==> config.mk <==
export PLATFORM = sky130hd
export DESIGN_NAME = dec_select_sequencer
export DESIGN_NICKNAME = d
export VERILOG_FILES = /design/src/rtl/dec_seq_pkg.sv /design/src/rtl/dec_seq_rr_arb.sv /design/src/rtl/dec_select_sequencer.sv
export SDC_FILE = /design/constraint.sdc
export NUM_CORES = 1
export LEC_CHECK = 0
export CORE_MARGIN = 3
export CORE_UTILIZATION = 50
export DETAILED_ROUTE_END_ITERATION = 16
export PLACE_DENSITY = 0.71
export SYNTH_ARGS = -nofsm -noshare
export SYNTH_HDL_FRONTEND = slang
export SYNTH_SLANG_ARGS = --single-unit
==> constraint.sdc <==
create_clock -name clk -period 5.59 [get_ports clk]
set_input_delay 0.8385 -clock clk [delete_from_list [all_inputs] [get_ports clk]]
set_output_delay 0.8385 -clock clk [all_outputs]
set_load 0.02 [all_outputs]
==> src/rtl/dec_seq_pkg.sv <==
// Package: dec_seq_pkg
// Shared types and helpers for the decoder select sequencer.
//   nch_of     : channel count for a given select width (2**n_sel)
//   dec_seq_state_t : sequencer FSM states (IDLE, HOLD, GAP)
//   onehot_of  : expected decoder output for a select code, used by the
//                decoder fault checker and by the bench's decoder model
package dec_seq_pkg;

  // Widest select code the helpers support. Callers narrow the result.
  localparam int SEL_W_MAX = 8;
  localparam int NCH_MAX   = 1 << SEL_W_MAX;

  function automatic int nch_of(input int n_sel);
    return 1 << n_sel;
  endfunction

  // Enumerators carry an ST_ prefix because the top-level GAP parameter
  // would otherwise collide with the GAP state name.
  typedef enum logic [1:0] {
    ST_IDLE,
    ST_HOLD,
    ST_GAP
  } dec_seq_state_t;

  function automatic logic [NCH_MAX-1:0] onehot_of(input logic [SEL_W_MAX-1:0] sel);
    return NCH_MAX'(1) << sel;
  endfunction

endpackage

==> src/rtl/dec_seq_rr_arb.sv <==
// Module: dec_seq_rr_arb
// Combinational round-robin pick. Searches req starting at last+1 and
// wrapping, returning the first requesting channel.
// Ports:
//   req   in  NCH    per-channel request
//   last  in  N_SEL  most recently granted channel
//   grant out N_SEL  chosen channel (valid when any=1)
//   any   out 1      at least one request present
module dec_seq_rr_arb #(
  parameter int N_SEL = 3
) (
  input  logic [2**N_SEL-1:0] req,
  input  logic [N_SEL-1:0]    last,
  output logic [N_SEL-1:0]    grant,
  output logic                any
);

  localparam int NCH = 2 ** N_SEL;

  logic [N_SEL-1:0] idx;
  logic             found;

  always_comb begin
    // NOTE: every variable gets a default before any conditional
    // assignment so no path leaves it unassigned (which would infer a latch).
    grant = '0;
    found = 1'b0;
    idx   = '0;
    // Offsets 1..NCH; the N_SEL-bit add wraps modulo NCH, so offset NCH
    // lands back on last itself (a lone requester is re-granted).
    for (int i = 1; i <= NCH; i++) begin
      idx = last + N_SEL'(i);
      if (!found && req[idx]) begin
        grant = idx;
        found = 1'b1;
      end
    end
  end

  assign any = |req;

endmodule

==> src/rtl/dec_select_sequencer.sv <==
// Module: dec_select_sequencer
// Upstream driver for a 3-to-8 enable decoder. Grants requesting channels
// round-robin, holds the decoder enable for DWELL cycles per grant, then
// keeps it low for GAP cycles before re-arbitrating. sel only changes on
// the IDLE->HOLD edge, so it is stable whenever en is high.
// Parameters: N_SEL (select width), DWELL (en-high cycles, 1..2**CNT_W-1),
//             GAP (en-low cycles after a dwell, 0 = back-to-back),
//             CNT_W (down-counter width).
// Ports:
//   clk        in   1      rising-edge clock
//   rst        in   1      synchronous active-high reset
//   run        in   1      arbitration allowed while high
//   req        in   NCH    per-channel request, sampled only in IDLE
//   sel        out  N_SEL  decoder select code
//   en         out  1      decoder enable
//   busy       out  1      high in HOLD or GAP
//   slot_done  out  1      one-cycle pulse on the last HOLD cycle
//   y_fb       in   NCH    decoder output fed back to the fault checker
//   fault_err  out  1      sticky decoder mismatch flag
// Build option: define DEC_SEQ_FAULT_CHECK_EN to compare y_fb against the
// expected one-hot decode each cycle; otherwise fault_err is tied low.
// All outputs are registered.
module dec_select_sequencer
  import dec_seq_pkg::*;
#(
  parameter int N_SEL = 3,
  parameter int DWELL = 4,
  parameter int GAP   = 1,
  parameter int CNT_W = 8
) (
  input  logic                clk,
  input  logic                rst,
  input  logic                run,
  input  logic [2**N_SEL-1:0] req,
  output logic [N_SEL-1:0]    sel,
  output logic                en,
  output logic                busy,
  output logic                slot_done,
  input  logic [2**N_SEL-1:0] y_fb,
  output logic                fault_err
);

  localparam int NCH = nch_of(N_SEL);

  dec_seq_state_t   state_q, state_d;
  logic [CNT_W-1:0] cnt_q, cnt_d;
  logic [N_SEL-1:0] last_q, last_d;
  logic [N_SEL-1:0] sel_q, sel_d;
  logic             en_q, en_d;
  logic             busy_q, busy_d;
  logic             slot_done_q, slot_done_d;
  logic [N_SEL-1:0] grant;
  logic             any;

  dec_seq_rr_arb #(.N_SEL(N_SEL)) u_arb (
    .req   (req),
    .last  (last_q),
    .grant (grant),
    .any   (any)
  );

  always_comb begin
    state_d = state_q;
    cnt_d   = cnt_q;
    last_d  = last_q;
    sel_d   = sel_q;
    case (state_q)
      ST_IDLE: begin
        if (run && any) begin
          state_d = ST_HOLD;
          sel_d   = grant;
          last_d  = grant;
          cnt_d   = CNT_W'(DWELL - 1);
        end
      end
      ST_HOLD: begin
        // run and req are deliberately ignored here: a started dwell always
        // runs to completion.
        if (cnt_q == '0) begin
          if (GAP > 0) begin
            state_d = ST_GAP;
            cnt_d   = CNT_W'(GAP - 1);
          end else begin
            state_d = ST_IDLE;
          end
        end else begin
          cnt_d = cnt_q - CNT_W'(1);
        end
      end
      ST_GAP: begin
        if (cnt_q == '0) begin
          state_d = ST_IDLE;
        end else begin
          cnt_d = cnt_q - CNT_W'(1);
        end
      end
      default: state_d = ST_IDLE;
    endcase

    // Outputs are decoded from the next state and registered, so they
    // describe the cycle that follows the edge with no input-to-output path.
    en_d        = (state_d == ST_HOLD);
    busy_d      = (state_d != ST_IDLE);
    slot_done_d = (state_d == ST_HOLD) && (cnt_d == '0);
  end

  always_ff @(posedge clk) begin
    // NOTE: sequential state uses non-blocking assignments so every
    // register samples pre-edge values regardless of statement order.
    if (rst) begin
      state_q     <= ST_IDLE;
      cnt_q       <= '0;
      last_q      <= N_SEL'(NCH - 1);
      sel_q       <= '0;
      en_q        <= 1'b0;
      busy_q      <= 1'b0;
      slot_done_q <= 1'b0;
    end else begin
      state_q     <= state_d;
      cnt_q       <= cnt_d;
      last_q      <= last_d;
      sel_q       <= sel_d;
      en_q        <= en_d;
      busy_q      <= busy_d;
      slot_done_q <= slot_done_d;
    end
  end

  assign sel       = sel_q;
  assign en        = en_q;
  assign busy      = busy_q;
  assign slot_done = slot_done_q;

`ifdef DEC_SEQ_FAULT_CHECK_EN
  // y_fb is the decoder's response to the sel/en currently being driven,
  // so any mismatch is latched one cycle after it appears.
  logic [NCH-1:0] fault_expect;
  logic           fault_err_q;

  assign fault_expect = en_q ? NCH'(onehot_of(SEL_W_MAX'(sel_q))) : '0;

  always_ff @(posedge clk) begin
    if (rst) begin
      fault_err_q <= 1'b0;
    end else if (y_fb != fault_expect) begin
      fault_err_q <= 1'b1;
    end
  end

  assign fault_err = fault_err_q;
`else
  logic unused_y_fb;
  assign unused_y_fb = ^y_fb;
  assign fault_err   = 1'b0;
`endif

endmodule

==> results of run 1 <==
## final timing paths
path | depth (start not counted) | slack, ns | endpoint
setup reg to reg | 9 | 1.56 | sel[1]
hold / removal | 2 | 0.47 | sel[0]
setup / recovery | 9 | 1.56 | sel[1]
hold reg to reg | 2 | 0.47 | sel[0]
## layer usage
layer  GRT usage, %  up-vias  wire length, um
li1               -      870                -
met1          29.23      819             2285
met2          26.69       34             1910
met3          3.644        2              177
met4          2.603        0               17
met5              0        -                0
## worst max-delay path, stage by stage, from the launching register on
cell,delay [ns]
dfxtp_1,0.88
inv_1,0.26
ha_1,0.85
mux4_2,0.67
mux2i_1,0.18
mux2_2,0.35
o211ai_1,0.18
o311ai_1,0.13
a31oi_1,0.29
o41ai_2,0.10
## synth_stat cells, drive strengths merged (3+ instances only)
cell type	number	area, sq um
a211oi	3	22.52
a21oi	11	55.05
a22oi	4	35.03
and2	3	18.77
buf	8	67.55
clkbuf	6	23.77
dfxtp	19	380.4
ha	5	62.56
inv	7	26.28
mux2	4	45.04
mux2i	16	172.7
mux4	14	315.3
nand2	17	66.32
nand2b	5	31.28
nand3	4	20.02
nand3b	3	22.52
nor2	28	105.1
nor2b	5	31.28
nor3	7	40.04
nor3b	3	22.52
nor4	4	25.02
nor4b	3	32.53
o211ai	3	22.52
o21ai	9	45.04
or2	3	18.77
xor2	4	42.55
## cell families after synthesis
logic type	Yosys count	synth area share, %
AOI/OAI and AO/OA	52	19.04
DFF	19	19.11
buffers and inverters	21	5.908
and+or+nand+nor	90	23.70
other	1	0.1884
muxes	34	26.78
adders and majority gates	5	3.143
xor gates and xnor gates	4	2.137
## final cells by class
| cell class | count | area (sq um) |
|---|---|---|
| clock buffers | 4 | 45.04 |
| fillers | 365 | 1579 |
| inverters | 7 | 26.28 |
| multi-input cells | 186 | 1493 |
| flip-flops and latches | 19 | 380.4 |
| well taps | 48 | 60.06 |
| repair buffers | 16 | 160.2 |
## power breakdown
| part | switching, uW | internal (uW) | total, uW |
|---|---|---|---|
| registers | 99.8 | 188 | 288 |
| clock network | 45.3 | 50.7 | 95.9 |
| logic | 551 | 478 | 1030 |
## state kept, by name, summed over array words and instances, names as in the netlist
register / flops
last_q: 3
state_q: 2
slot_done: 1
en: 1
sel: 3
cnt_q: 8
busy: 1
## stage by stage
step / setup slack [ns] / hold WS [ns]
floorplan: 2.456 / 0.5099
global placement: 1.583 / 0.4617
detailed placement: 1.545 / 0.4617
CTS: 1.529 / 0.4733
global route: 1.199 / 0.5041
finish: 1.564 / 0.4688
==> metrics.cfg, run 1 <==
[placement]
numPortBuffers = 16
gp_congestion = 0.8854
dp_cells = 276
dpl_cell_area_sq_um = 2120
dp_hpwl_um = 3279

[floorplanning]
core.rowCount = 22
fp.coreArea_sq_um = 3744
die_h_um = 69.10
dieArea_sq_um = 4774
die_width_um = 69.10
start_util_pct = 53.18
boundaryPins = 26

[clock_tree]
clock_sinks = 19
clockRootBuffer = clkbuf_8
cts-buffers-inserted = 3
post_cts_buffers = 0
cts_buffer_depth = 2
clk_pin_slew_ns = 0.07
cts_tree = yes
ctsHoldBuffers = 0
htree_levels = 1
clk_latency_ns = 0.26
cts_resized = 0

[global_routing]
grt_pass1_wl_um = 7507
grt_antenna_before_repair = 0
grt_usage_pct = 18.60
grt-ovfl-total = 0
grt_pass1_vias = 1559
grt_max_degree = 20

[detailed_routing]
num_vias = 1725
remaining_drc_errors = 0
ant_nets = 0
wirelength_um = 4390
via_per_inst = 6.161
drt_iter0_drc = 97
first_pass_iters = 4
wl_per_cell_um = 15.68

[final_layout]
areaGrowthSynthToFinish_pct = 8.737
final_cells = 280
nNetsFinal = 257
final_common_cell = nor2_1
diodes = 0
fin_util_pct = 57.82
fin_area_sq_um = 2165
final_cell_mix = nor2_1, dfxtp_1, nand2_1, clkdlybuf4s50_1, mux2i_1
drive_gt1_share_pct = 14.66

[sta]
rsz0062_at_grt = no
slew_viol_final = 0
finalSetupTns_ns = 0
hold_viol_final = 0
finalCriticalPeriod_ns = 4.026
worst_pin_slew_ns = 0.8515
setup_violations = 0
fmax_mhz = 248.4
fin_crit_sh_pct = 72.02
slew_headroom_pct = 43.16
final.setup_skew_ns = 0.006312

[yosys]
synth_area_sq_um = 1991
ys.flop_type = dfxtp_1
async_flop_share_pct = 0
ys_types = 59
ys_ff_latch = 19
synth-edff-count = 0
yosys_warnings = 0
synth_fp_nets = 250
synth_area_per_cell_sq_um = 8.808
synthCells = 226
ys_seq_area_share_pct = 19.11

[worst_setup_path]
crit_start = last_q[0]
critical_path_class = reg2reg
crit_fanout = 18
start_kind = register
cp.arrival_ns = 4.14
required_ns = 5.70
worstSetupEndpointType = register
r2r_start = last_q[0]

[worst_hold_path]
hold_path_class = reg2reg
hold_path.startpoint = sel[0]

[pwr]
cellPowerDensity_nw_per_um2 = 652.9
p_total_uw = 1413
ir_drop_mv = 0.3236
p_leak_uw = 0.0008178

[status]
status = finished clean

[run]
drv_cap = 0

Note: power is estimated with default switching activity, not from simulation.
==> run 2: changes to the inputs <==
==> constraint.sdc (replaced) <==
create_clock -name clk -period 3.8 [get_ports clk]
set_input_delay 0.57 -clock clk [delete_from_list [all_inputs] [get_ports clk]]
set_output_delay 0.57 -clock clk [all_outputs]
set_load 0.02 [all_outputs]
==> metrics.cfg, run 2 (synthesis gave the netlist of run 1 again) <==
[status]
status = finished clean

[detailed_routing]
via_per_inst = 6.239  ; +1.3%
wirelength_um = 4589  ; +4.5%
remaining_drc_errors = 0  ; unchanged
wl_per_cell_um = 16.10  ; +2.7%
ant_nets = 0  ; unchanged
num_vias = 1778  ; +3.1%
first_pass_iters = 4  ; unchanged
drt_iter0_drc = 133  ; +37%

[sta]
worst_pin_slew_ns = 0.6820  ; -0.1695 ns
hold-worst-slack_ns = 0.4683  ; -0.0004400 ns
rsz0062_at_grt = no
finalSetupTns_ns = 0  ; unchanged
setup_violations = 0  ; unchanged
slew_headroom_pct = 54.05  ; +11 points
finalCriticalPeriod_ns = 3.085  ; -0.9410 ns
slew_viol_final = 0  ; unchanged
fmax_mhz = 324.2  ; +31%
fin_crit_sh_pct = 81.18  ; +9.2 points
hold_viol_final = 0  ; unchanged
final.setup_skew_ns = 0.005036  ; -0.001275 ns

[pwr]
p_leak_uw = 0.0008440  ; +3.2%
cellPowerDensity_nw_per_um2 = 960.5  ; +47%
p_total_uw = 2116  ; +50%
ir_drop_mv = 0.4151  ; +28%

[clock_tree]
post_cts_buffers = 0  ; unchanged
clockRootBuffer = clkbuf_8
cts_buffer_depth = 2  ; unchanged
cts_resized = 0  ; unchanged
cts_tree = yes
clock_sinks = 19  ; unchanged
cts-buffers-inserted = 3  ; unchanged
ctsHoldBuffers = 0  ; unchanged
clk_pin_slew_ns = 0.07  ; about the same
htree_levels = 1  ; unchanged
clk_latency_ns = 0.26  ; about the same

[final_layout]
areaGrowthSynthToFinish_pct = 10.68
drive_gt1_share_pct = 16.88  ; +2.2 points
diodes = 0  ; unchanged
fin_util_pct = 58.86  ; +1.0 points
nNetsFinal = 262  ; +1.9%
final_cell_mix = nor2_1, dfxtp_1, nand2_1, clkdlybuf4s50_1, mux2i_1
final_common_cell = nor2_1
top_register = cnt_q
largest_register_ff_count = 8  ; unchanged

[worst_setup_path]
critical_path_class = reg2reg
cpMaxStageDelayCell = ha_1
cpPeakStageDelay_ns = 0.66  ; -0.22 ns
start_kind = register
required_ns = 3.94  ; -1.76 ns
path_common_cell = a21oi_1
r2r_end = sel[0]
r2r_cells = 10  ; +1
crit_path_cell_trace = inv_1, ha_1, buf_4, mux4_2, mux2i_1, o221ai_1, a211oi_1, a21oi_1, o211ai_1, a21oi_1
cp.arrival_ns = 3.23  ; -0.91 ns
r2r_start = last_q[0]
rrSetupSlack_ns = 0.72  ; -0.85 ns
worstSetupEndpointType = register
crit_fanout = 12  ; -6

[placement]
dp_hpwl_um = 3415  ; +4.1%
numPortBuffers = 16  ; unchanged
gp_congestion = 0.8317  ; -6.1%

[floorplanning]
die_h_um = 69.10  ; unchanged
fp.coreArea_sq_um = 3744  ; unchanged
die_width_um = 69.10  ; unchanged
start_util_pct = 53.18  ; unchanged
core.rowCount = 22  ; unchanged
boundaryPins = 26  ; unchanged
dieArea_sq_um = 4774  ; unchanged

[global_routing]
grt-ovfl-total = 0  ; unchanged
grt_pass1_wl_um = 8059  ; +7.4%
grt_antenna_before_repair = 0  ; unchanged
grt_max_degree = 20  ; unchanged
grt_usage_pct = 20.04  ; +1.4 points
grt_pass1_vias = 1635  ; +4.9%

[worst_hold_path]
whs_endpoint = sel[0]
hold_path.startpoint = sel[0]
holdPathStages = 2  ; unchanged
hold_path_class = reg2reg

[run]
drv_cap = 0  ; unchanged

-- run 2: cell types whose count changed in the layout (fill, tap and decap cells not counted), sizes merged --
cell,delta
clkinv,+1
clkbuf,-1
buf,+5
-- run 2: where the power goes --
group          switching, uW  leakage, uW  internal (uW)
Sequential               101     0.000156            277
Combinational            875     0.000662            721
Clock                   69.4    0.0000255           73.0
Total                   1050     0.000844           1070
-- run 2: per-stage QoR --
stage | area, sq um | instances | setup WS (ns)
6_report | 2203 | 285 | 0.7150
5_1_grt | 2203 | 285 | 0.4484
4_1_cts | 2203 | 285 | 0.6976
3_5_place_dp | 2157 | 281 | 0.7042
3_3_place_gp | 2157 | 281 | 0.7000
2_1_floorplan | 1991 | 226 | 0.6663
-- run 2: how the worst max path moves through the flow --
stage               depth (start not counted)      to       from  slack [ns]
floorplan                                  13  sel[1]  last_q[0]        0.67
global placement                            8  sel[0]     req[0]        0.70
detailed placement                          8  sel[0]     req[0]        0.70
CTS                                        10  sel[1]  last_q[0]        0.70
global route                               10  sel[1]  last_q[0]        0.45
finish                                     10  sel[0]  last_q[0]        0.72
-- run 2: final cells by class --
| type | instances | area [sq um] |
|---|---|---|
| Clock inverter | 1 | 5.005 |
| Sequential cell | 19 | 380.4 |
| Clock buffer | 3 | 41.29 |
| Fill cell | 348 | 1540 |
| Inverter | 7 | 26.28 |
| Tap cell | 48 | 60.06 |
| Timing Repair Buffer | 21 | 197.7 |
| Multi-Input combinational cell | 186 | 1493 |
-- run 2: critical path, delay by kind of cell (launching register included) --
kind	cells	cell delay, ns
AOI/OAI and AO/OA	5	0.92
adders and majority gates	1	0.66
buffers and inverters	2	0.35
DFF	1	0.34
muxes	2	0.69
-- run 2: layer usage --
| layer | track usage (%) | wire [um] | part of all wire (%) | vias to the layer above |
|---|---|---|---|---|
| met3 | 3.644 | 248 | 5.4 | 5 |
| met2 | 30.30 | 2090 | 46 | 44 |
| li1 | - | - | - | 878 |
| met5 | 0 | 0 | 0 | - |
| met4 | 3.037 | 30 | 0.65 | 0 |
| met1 | 30.24 | 2219 | 48 | 851 |
